[config.mk]
export PLATFORM = sky130hd
export DESIGN_NAME = lsu_controller
export DESIGN_NICKNAME = d
export VERILOG_FILES = /design/src/rtl/lsu_controller.sv
export SDC_FILE = /design/constraint.sdc
export NUM_CORES = 1
export LEC_CHECK = 0
export ABC_AREA = 1
export BUFFER_PORTS_ARGS = -buffer_cell sky130_fd_sc_hd__buf_4
export CORE_ASPECT_RATIO = 1.4
export CORE_UTILIZATION = 48
export DETAILED_ROUTE_END_ITERATION = 7
export HOLD_SLACK_MARGIN = 0.03
export PLACE_DENSITY = 0.75
export SYNTH_ARGS = -nofsm -noshare
export SYNTH_HDL_FRONTEND = slang
export SYNTH_SLANG_ARGS = --single-unit
[constraint.sdc]
create_clock -name i_clk -period 1.9 [get_ports i_clk]
set_input_delay 0.38 -clock i_clk [delete_from_list [all_inputs] [get_ports i_clk]]
set_output_delay 0.38 -clock i_clk [all_outputs]
set_load 0.01 [all_outputs]
[src/rtl/lsu_controller.sv]
// Load/store unit: single-outstanding loads and stores against a big-endian,
// word-wide memory port; sub-word stores are done as read-modify-write.
module lsu_controller #(
    parameter int MEM_ADDR_BITS = 8
) (
    input  logic        i_clk,
    input  logic        i_rst,
    input  logic        i_req_valid,
    output logic        o_req_ready,
    input  logic        i_req_we,
    input  logic [2:0]  i_req_op,
    input  logic [31:0] i_req_addr,
    input  logic [31:0] i_req_wdata,
    output logic        o_resp_valid,
    output logic [31:0] o_resp_data,
    output logic        o_fault,
    output logic [31:0] o_mem_r_addr,
    input  logic [31:0] i_mem_r_data,
    output logic [31:0] o_mem_w_addr,
    output logic [31:0] o_mem_w_data,
    output logic        o_mem_w_en
);

    typedef enum logic [2:0] {
        S_IDLE = 3'd0,
        S_RD1  = 3'd1,
        S_RD2  = 3'd2,
        S_WR   = 3'd3,
        S_RESP = 3'd4
    } state_t;

    state_t      state_q, state_d;
    logic        we_q;
    logic [2:0]  op_q;
    logic [31:0] wdata_q;
    logic [31:0] r_addr_q, r_addr_d;
    logic [31:0] w_addr_q, w_addr_d;
    logic [31:0] w_data_q, w_data_d;
    logic        w_en_q, w_en_d;
    logic        resp_valid_q, resp_valid_d;
    logic        fault_q, fault_d;
    logic [31:0] resp_data_q, resp_data_d;
    logic        accept_s;
    logic        req_fault_s;

    function automatic logic op_legal(input logic we, input logic [2:0] op);
        if (we) begin
            op_legal = (op == 3'b000) || (op == 3'b001) || (op == 3'b010);
        end else begin
            op_legal = (op == 3'b000) || (op == 3'b001) || (op == 3'b010) ||
                       (op == 3'b100) || (op == 3'b101);
        end
    endfunction

    function automatic logic misaligned(input logic [2:0] op, input logic [31:0] addr);
        case (op[1:0])
            2'b01:   misaligned = addr[0];
            2'b10:   misaligned = (addr[1:0] != 2'b00);
            default: misaligned = 1'b0;
        endcase
    endfunction

    // The memory returns {M[A],M[A+1],M[A+2],M[A+3]}, so sub-words sit at the top.
    function automatic logic [31:0] load_format(input logic [2:0] op, input logic [31:0] r);
        case (op)
            3'b000:  load_format = {{24{r[31]}}, r[31:24]};
            3'b100:  load_format = {24'd0, r[31:24]};
            3'b001:  load_format = {{16{r[31]}}, r[31:16]};
            3'b101:  load_format = {16'd0, r[31:16]};
            default: load_format = r;
        endcase
    endfunction

    function automatic logic [31:0] store_merge(input logic [2:0] op, input logic [31:0] r,
                                                input logic [31:0] wd);
        case (op)
            3'b000:  store_merge = {wd[7:0], r[23:0]};
            3'b001:  store_merge = {wd[15:0], r[15:0]};
            default: store_merge = wd;
        endcase
    endfunction

    assign o_req_ready  = (state_q == S_IDLE) && !i_rst;
    assign accept_s     = i_req_valid && o_req_ready;
    assign req_fault_s  = !op_legal(i_req_we, i_req_op) ||
                          ((i_req_addr >> MEM_ADDR_BITS) != 32'd0) ||
                          misaligned(i_req_op, i_req_addr);

    assign o_resp_valid = resp_valid_q;
    assign o_resp_data  = resp_data_q;
    assign o_fault      = fault_q;
    assign o_mem_r_addr = r_addr_q;
    assign o_mem_w_addr = w_addr_q;
    assign o_mem_w_data = w_data_q;
    assign o_mem_w_en   = w_en_q;

    // Next-state and registered-output computation.
    always_comb begin
        state_d      = state_q;
        r_addr_d     = r_addr_q;
        w_addr_d     = w_addr_q;
        w_data_d     = w_data_q;
        w_en_d       = 1'b0;
        resp_valid_d = 1'b0;
        fault_d      = 1'b0;
        resp_data_d  = 32'd0;
        case (state_q)
            S_IDLE: begin
                if (accept_s) begin
                    r_addr_d = i_req_addr;
                    if (req_fault_s) begin
                        state_d      = S_RESP;
                        resp_valid_d = 1'b1;
                        fault_d      = 1'b1;
                    end else if (i_req_we && (i_req_op == 3'b010)) begin
                        state_d  = S_WR;
                        w_en_d   = 1'b1;
                        w_addr_d = i_req_addr;
                        w_data_d = i_req_wdata;
                    end else begin
                        state_d = S_RD1;
                    end
                end else begin
                    state_d = S_IDLE;
                end
            end
            S_RD1: state_d = S_RD2;
            S_RD2: begin
                if (we_q) begin
                    state_d  = S_WR;
                    w_en_d   = 1'b1;
                    w_addr_d = r_addr_q;
                    w_data_d = store_merge(op_q, i_mem_r_data, wdata_q);
                end else begin
                    state_d      = S_RESP;
                    resp_valid_d = 1'b1;
                    resp_data_d  = load_format(op_q, i_mem_r_data);
                end
            end
            S_WR: begin
                state_d      = S_RESP;
                resp_valid_d = 1'b1;
            end
            S_RESP:  state_d = S_IDLE;
            default: state_d = S_IDLE;
        endcase
    end

    // State, request capture and output registers.
    always_ff @(posedge i_clk) begin
        if (i_rst) begin
            state_q      <= S_IDLE;
            we_q         <= 1'b0;
            op_q         <= 3'd0;
            wdata_q      <= 32'd0;
            r_addr_q     <= 32'd0;
            w_addr_q     <= 32'd0;
            w_data_q     <= 32'd0;
            w_en_q       <= 1'b0;
            resp_valid_q <= 1'b0;
            fault_q      <= 1'b0;
            resp_data_q  <= 32'd0;
        end else begin
            state_q      <= state_d;
            r_addr_q     <= r_addr_d;
            w_addr_q     <= w_addr_d;
            w_data_q     <= w_data_d;
            w_en_q       <= w_en_d;
            resp_valid_q <= resp_valid_d;
            fault_q      <= fault_d;
            resp_data_q  <= resp_data_d;
            if (accept_s) begin
                we_q    <= i_req_we;
                op_q    <= i_req_op;
                wdata_q <= i_req_wdata;
            end else begin
                we_q    <= we_q;
                op_q    <= op_q;
                wdata_q <= wdata_q;
            end
        end
    end

endmodule

==> run metrics, run 1 <==
layout net count 1514; initial antenna violation count 0; die area 17800 sq um; Netlist cell types 29; Detailed Place HPWL 17.0 mm; Synth Area in XOR/XNOR 0; post-synth top area share 0.411; Yosys top cell by area dfxtp_1; Crit-path slowest cell nand3_1; Yosys warning total 0; CTS Sinks 170; Syn Nets 1321; clk_skew 0.0107 ns; mapped cell area 8290 sq um; synthesis-to-layout area growth 30.1%; die width 113 microns; largest net degree at the start of global routing 121; Max VDD drop 595 uV; total core area 16800 sq um; Seq/Total Area, Yosys 0.411; CP most frequent cell buf_4; GR Util All Layers 0.268; Boundary Pins 235; Post-Syn Area per Cell 6.82 sq um; gp weighted congestion 0.869; Max Root-Sink Buffers 2; endpoint class of the critical path flip-flop; fin crit share 0.928; worst-skew pair later-pin latency 0.43 ns; CTS tree yes; worst slew pin tran 0.658 ns; global-route wire length before repair 37.6 mm; Placement Rows 56; routed via count 8385; largest family of logic cells by synthesized area simple AND/OR/NAND/NOR gates; CTS clk-pin slew, worst paths 0.07 ns; CTS H-tree lvls 4; Final Util 0.641; Initial Utilization 0.493; first-pass iteration count of the detailed router 5; slew margin rel. 0.561; WL/cell 14.7 microns; post-synthesis mux area share 0; CP required 2.18 ns; vias in the first global route 7710; WL final 23.9 mm; hold_buf cts 0; Slew Viols, Final 0; Residual DRC 0; post-CTS setup repair buffer count 0; GRT overflow 0; Post-synth EDFFs 0; antenna-violating nets left 0; Compound-Gate Fraction of Synth Area 0.152; Worst path max stage delay 0.48 ns; Final Hold Fails 0; Antenna diodes 0; minimum clock period 1.76 ns; Power per Cell Area 780 nW/um^2; Power Total 8.40 mW; status finished clean; cell family with most CP delay buffers and inverters; Crit Path Max Fanout 40; critical path type reg -> reg; Fmax achieved 567 MHz; Post-Synthesis Cells 1215; Port Buf Inserts 234; P_leak 5.62 nW; RSZ-0062 raised after global routing false; Post-synth ARST share 0; ranking of synthesized cells by area dfxtp_1, nand2_1, a21oi_1; clk root buf clkbuf_16; vias per inst 5.17; CTS buffer count 17; crit path buf inv count 3; fraction of layout cells with a size suffix above 1 0.245; CP Launch Type flip-flop; Synth Area in Adders 0.00453; DRT iter0 DRCs 483; final setup vio count 0; Cell Chain, Critical Path buf_4, buf_4, inv_1, nand3_1, a21oi_1; Simple-Gate Fraction of Synth Area 0.311; Max-cap violations 0; Yosys reg bits 170; arrival time at the worst endpoint 2.04 ns; dominant synthesized flop cell dfxtp_1; HP Class in -> reg; Die Ht 157 microns
cells in the mapped netlist (2+ instances only):
cell,count
nand2_1,326
dfxtp_1,170
inv_1,144
a21oi_1,140
nand3_1,98
nor2_1,86
o21ai_0,86
clkbuf_1,47
nand3_2,40
buf_2,17
buf_6,13
a31oi_1,8
a221oi_1,7
buf_1,7
nand2_2,5
inv_2,4
ha_1,3
buf_4,2
nor2_8,2
cells by family after synthesis:
family / count (synthesis)
AOI/OAI and AO/OA: 243
buffers and inverters: 236
DFF: 170
adders and majority gates: 3
and+or+nand+nor: 563
cell type report:
| class | count | area [sq um] |
|---|---|---|
| clock inverters | 10 | 166 |
| repair buffers | 260 | 2050 |
| inverters | 150 | 569 |
| fillers | 1558 | 6040 |
| flip-flops and latches | 170 | 3400 |
| well taps | 203 | 254 |
| clock buffers | 21 | 450 |
| multi-input cells | 809 | 3880 |
layout by cell type (no fill, tap or decap), drive strengths merged:
cell type,count
a31oi,8
nand2,332
a22oi,1
clkbuf,21
o21ai,86
buf,260
clkinvlp,2
inv,151
clkinv,3
a21oi,140
a221oi,7
bufinv,4
nand4,1
nor2,90
o211ai,1
nand3,138
nor4,1
ha,3
nor3,1
dfxtp,170
routing by layer:
| metal | GRT usage | vias up | part of all wire |
|---|---|---|---|
| li1 | - | 4241 | - |
| met5 | 0 | - | 0 |
| met1 | 0.292 | 3848 | 0.40 |
| met3 | 0.0666 | 29 | 0.059 |
| met4 | 0.0959 | 0 | 0.020 |
| met2 | 0.497 | 267 | 0.52 |
report_power, final:
part | leakage, nW | switching [mW] | internal, mW
Sequential | 1.38 | 0.0736 | 3.67
Clock | 0.294 | 1.44 | 2.24
Combinational | 3.94 | 0.579 | 0.401
Total | 5.62 | 2.09 | 6.31
metrics by stage:
step | instance area (sq um) | setup TNS (ns) | worst slack, ns | hold WS [ns] | std cells
floorplan | 8290 | 0 | 0.211 | 0.430 | 1215
global placement | 10200 | -3.00 | -0.0891 | 0.446 | 1592
detailed placement | 10200 | -8.48 | -0.182 | 0.457 | 1592
CTS | 10800 | 0 | 0.127 | 0.153 | 1623
global route | 10800 | 0 | 0.0205 | 0.149 | 1623
finish | 10800 | 0 | 0.138 | 0.160 | 1623
path summary, 6_finish.rpt:
path | from | endpoint | slack (ns) | cells after the start
worst max register to register | op_q[1] | o_resp_data[28] | 0.14 | 5
worst min register to register | wdata_q[31] | wdata_q[31] | 0.47 | 2
worst max-delay path | op_q[1] | o_resp_data[28] | 0.14 | 5
worst min-delay path | i_req_wdata[18] | wdata_q[18] | 0.16 | 3
tightest hold or removal path, stage by stage:
cell and delay (ns):
buf_4 0.09, nand2_1 0.04, nand2_1 0.05
repair_timing:
action,4_1_cts,5_1_grt
setup endpoints to repair,1,1
gates resized for setup,1,1
endpoints found under the hold margin,0,0
gates cloned,0,0
sequential cells by signal, summed over array words and instances (netlist names):
name          cells
o_fault           1
o_mem_w_addr     32
o_mem_w_en        1
wdata_q          32
o_mem_w_data     32
op_q              3
o_resp_data      32
state_q           3
o_resp_valid      1
o_mem_r_addr     32
we_q              1
Note: power is estimated with default switching activity, not from simulation.
==> inputs of run 2 (changes only) <==
Settings changed: CAP_MARGIN from default to 40, CORE_UTILIZATION 48 to 53, PLACE_DENSITY 0.75 to 0.81.
==> run metrics, run 2 (same netlist as run 1, synthesis figures left out) <==
clk root buf clkbuf_16 (unchanged); Power Total 8.51 mW (was 8.40 mW); vias in the first global route 7845 (was 7710); Combinational Power Share 0.116 (was 0.117); total core area 15100 sq um (was 16800 sq um); WL/cell 14.6 microns (was 14.7 microns); Max Root-Sink Buffers 2 (unchanged); HP Class in -> reg (unchanged); Detailed Place HPWL 16.8 mm (was 17.0 mm); arrival time at the worst endpoint 2.05 ns (was 2.04 ns); Register Area 3400 sq um (unchanged); layout net count 1514 (unchanged); CTS Sinks 170 (unchanged); die area 16200 sq um (was 17800 sq um); Max-cap violations 0 (unchanged); CTS buffer count 17 (unchanged); status finished clean (unchanged); gp weighted congestion 0.916 (was 0.869); Worst path max stage delay 0.35 ns (was 0.48 ns); Reg power frac 0.441 (was 0.446); first-pass iteration count of the detailed router 5 (unchanged); initial antenna violation count 0 (unchanged); CTS H-tree lvls 4 (unchanged); largest net degree at the start of global routing 121 (unchanged); CP Launch Type flip-flop (unchanged); synthesis-to-layout area growth 30.5% (was 30.1%); Psw 2.15 mW (was 2.09 mW); CTS clk-pin slew, worst paths 0.06 ns (was 0.07 ns); Slew Viols, Final 0 (unchanged); Final Hold Fails 0 (unchanged); P_leak 5.64 nW (was 5.62 nW); Fill cells 1294 (was 1558); GRT overflow 0 (unchanged); Boundary Pins 235 (unchanged); worst slack, placed -0.149 ns (was -0.182 ns); Final Util 0.715 (was 0.641); slew margin rel. 0.657 (was 0.561); commonest non-fill, non-tap cell in the layout nand2_1 (unchanged); hold_buf cts 0 (unchanged); Int Pwr 6.36 mW (was 6.31 mW); global-route wire length before repair 37.2 mm (was 37.6 mm); area taken by multi-input logic gates 3890 sq um (was 3880 sq um); RSZ-0062 raised after global routing false (unchanged); CP required 2.22 ns (was 2.18 ns); sw frac 0.253 (was 0.249); routed via count 8371 (was 8385); CTS tree yes (unchanged); Cell Chain, Critical Path buf_4, nor2_8, nand2_4, inv_2, nand2_2, a221oi_1 (was buf_4, buf_4, inv_1, nand3_1, a21oi_1); total negative slack 0 ns (unchanged); post-route setup slack 0.170 ns (was 0.138 ns); critical path type reg -> reg (unchanged); final setup vio count 0 (unchanged); Fmax achieved 578 MHz (was 567 MHz); Die Ht 150 microns (was 157 microns); Antenna diodes 0 (unchanged); clock share of power 0.444 (was 0.438); GR Util All Layers 0.293 (was 0.268); Placement Rows 53 (was 56); antenna-violating nets left 0 (unchanged); fraction of layout cells with a size suffix above 1 0.248 (was 0.245); minimum clock period 1.73 ns (was 1.76 ns); highest-count cells in the layout ignoring fill and taps nand2_1, buf_4, dfxtp_1 (unchanged); DRT iter0 DRCs 385 (was 483); Initial Utilization 0.548 (was 0.493); worst slew pin tran 0.513 ns (was 0.658 ns); endpoint class of the critical path flip-flop (unchanged); worst-skew pair later-pin latency 0.43 ns (about the same); post-CTS setup repair buffer count 0 (unchanged); Residual DRC 0 (unchanged); Power per Cell Area 786 nW/um^2 (was 780 nW/um^2); fin crit share 0.911 (was 0.928); clk_skew 0.00655 ns (was 0.0107 ns); Crit Path Max Fanout 17 (was 40); die width 108 microns (was 113 microns); Crit-path slowest cell dfxtp_1 (was nand3_1); WL final 23.5 mm (was 23.9 mm); Max VDD drop 774 uV (was 595 uV); vias per inst 5.19 (was 5.17); Port Buf Inserts 234 (unchanged)
## run 2: cell count changes in the layout (fill, tap and decap cells not counted)
cell / change
nand2_2: -1
clkinv_4: +3
nand2_4: +1
nand3_1: -1
nand3_2: +1
clkbuf_1: -3
clkbuf_8: +1
clkinvlp_4: +1
buf_12: +1
inv_6: -1
buf_4: -1
## run 2: stage by stage
stage                     cell area, sq um  hold WS, ns  instances
after floorplan                       8290        0.430       1215
after global routing                 10800        0.161       1613
after detailed placement             10200        0.456       1581
after CTS                            10800        0.148       1613
final                                10800        0.158       1613
after global placement               10200        0.448       1581
## run 2: area by class of cell
class | count | area share
clock buffers | 19 | 0.0419
clock inverters | 13 | 0.0177
inverters | 150 | 0.0526
multi-input cells | 809 | 0.360
flip-flops and latches | 170 | 0.315
well taps | 192 | 0.0222
repair buffers | 260 | 0.191
## run 2: per-layer routing
layer	track usage	part of all wire	wire [microns]
met1	0.316	0.37	8770
met2	0.529	0.52	12300
met3	0.0684	0.070	1660
met4	0.145	0.034	810
met5	0	0	0
## run 2: final timing paths
check                           cells after the start                to  slack [ns]        startpoint
worst min-delay path                                3       wdata_q[30]        0.16   i_req_wdata[30]
worst min register to register                      2  o_mem_r_addr[31]        0.46  o_mem_r_addr[31]
worst max register to register                      6    o_resp_data[8]        0.17           op_q[1]
worst max-delay path                                6    o_resp_data[8]        0.17           op_q[1]
## run 2: what timing repair did
action | 4_1_cts | 5_1_grt
endpoints found under the hold margin | 0 | 0
gates resized for setup | 1 | 3
setup endpoints to repair | 7 | 38
## run 2: power groups by stage
stage | Clock (mW) | Sequential, mW | Combinational [mW]
2_1_floorplan | 0 | 3.82 | 0.522
3_3_place_gp | 0 | 3.82 | 0.957
3_5_place_dp | 0 | 3.82 | 0.971
4_1_cts | 3.81 | 3.75 | 0.979
5_1_grt | 3.95 | 3.75 | 1.10
6_report | 3.78 | 3.75 | 0.983
## run 2: critical path, delay by kind of cell (launching register included)
family	cells	cell delay [ns]
flops	1	0.35
buf+inv	2	0.45
compound gates	1	0.32
simple gates	3	0.50
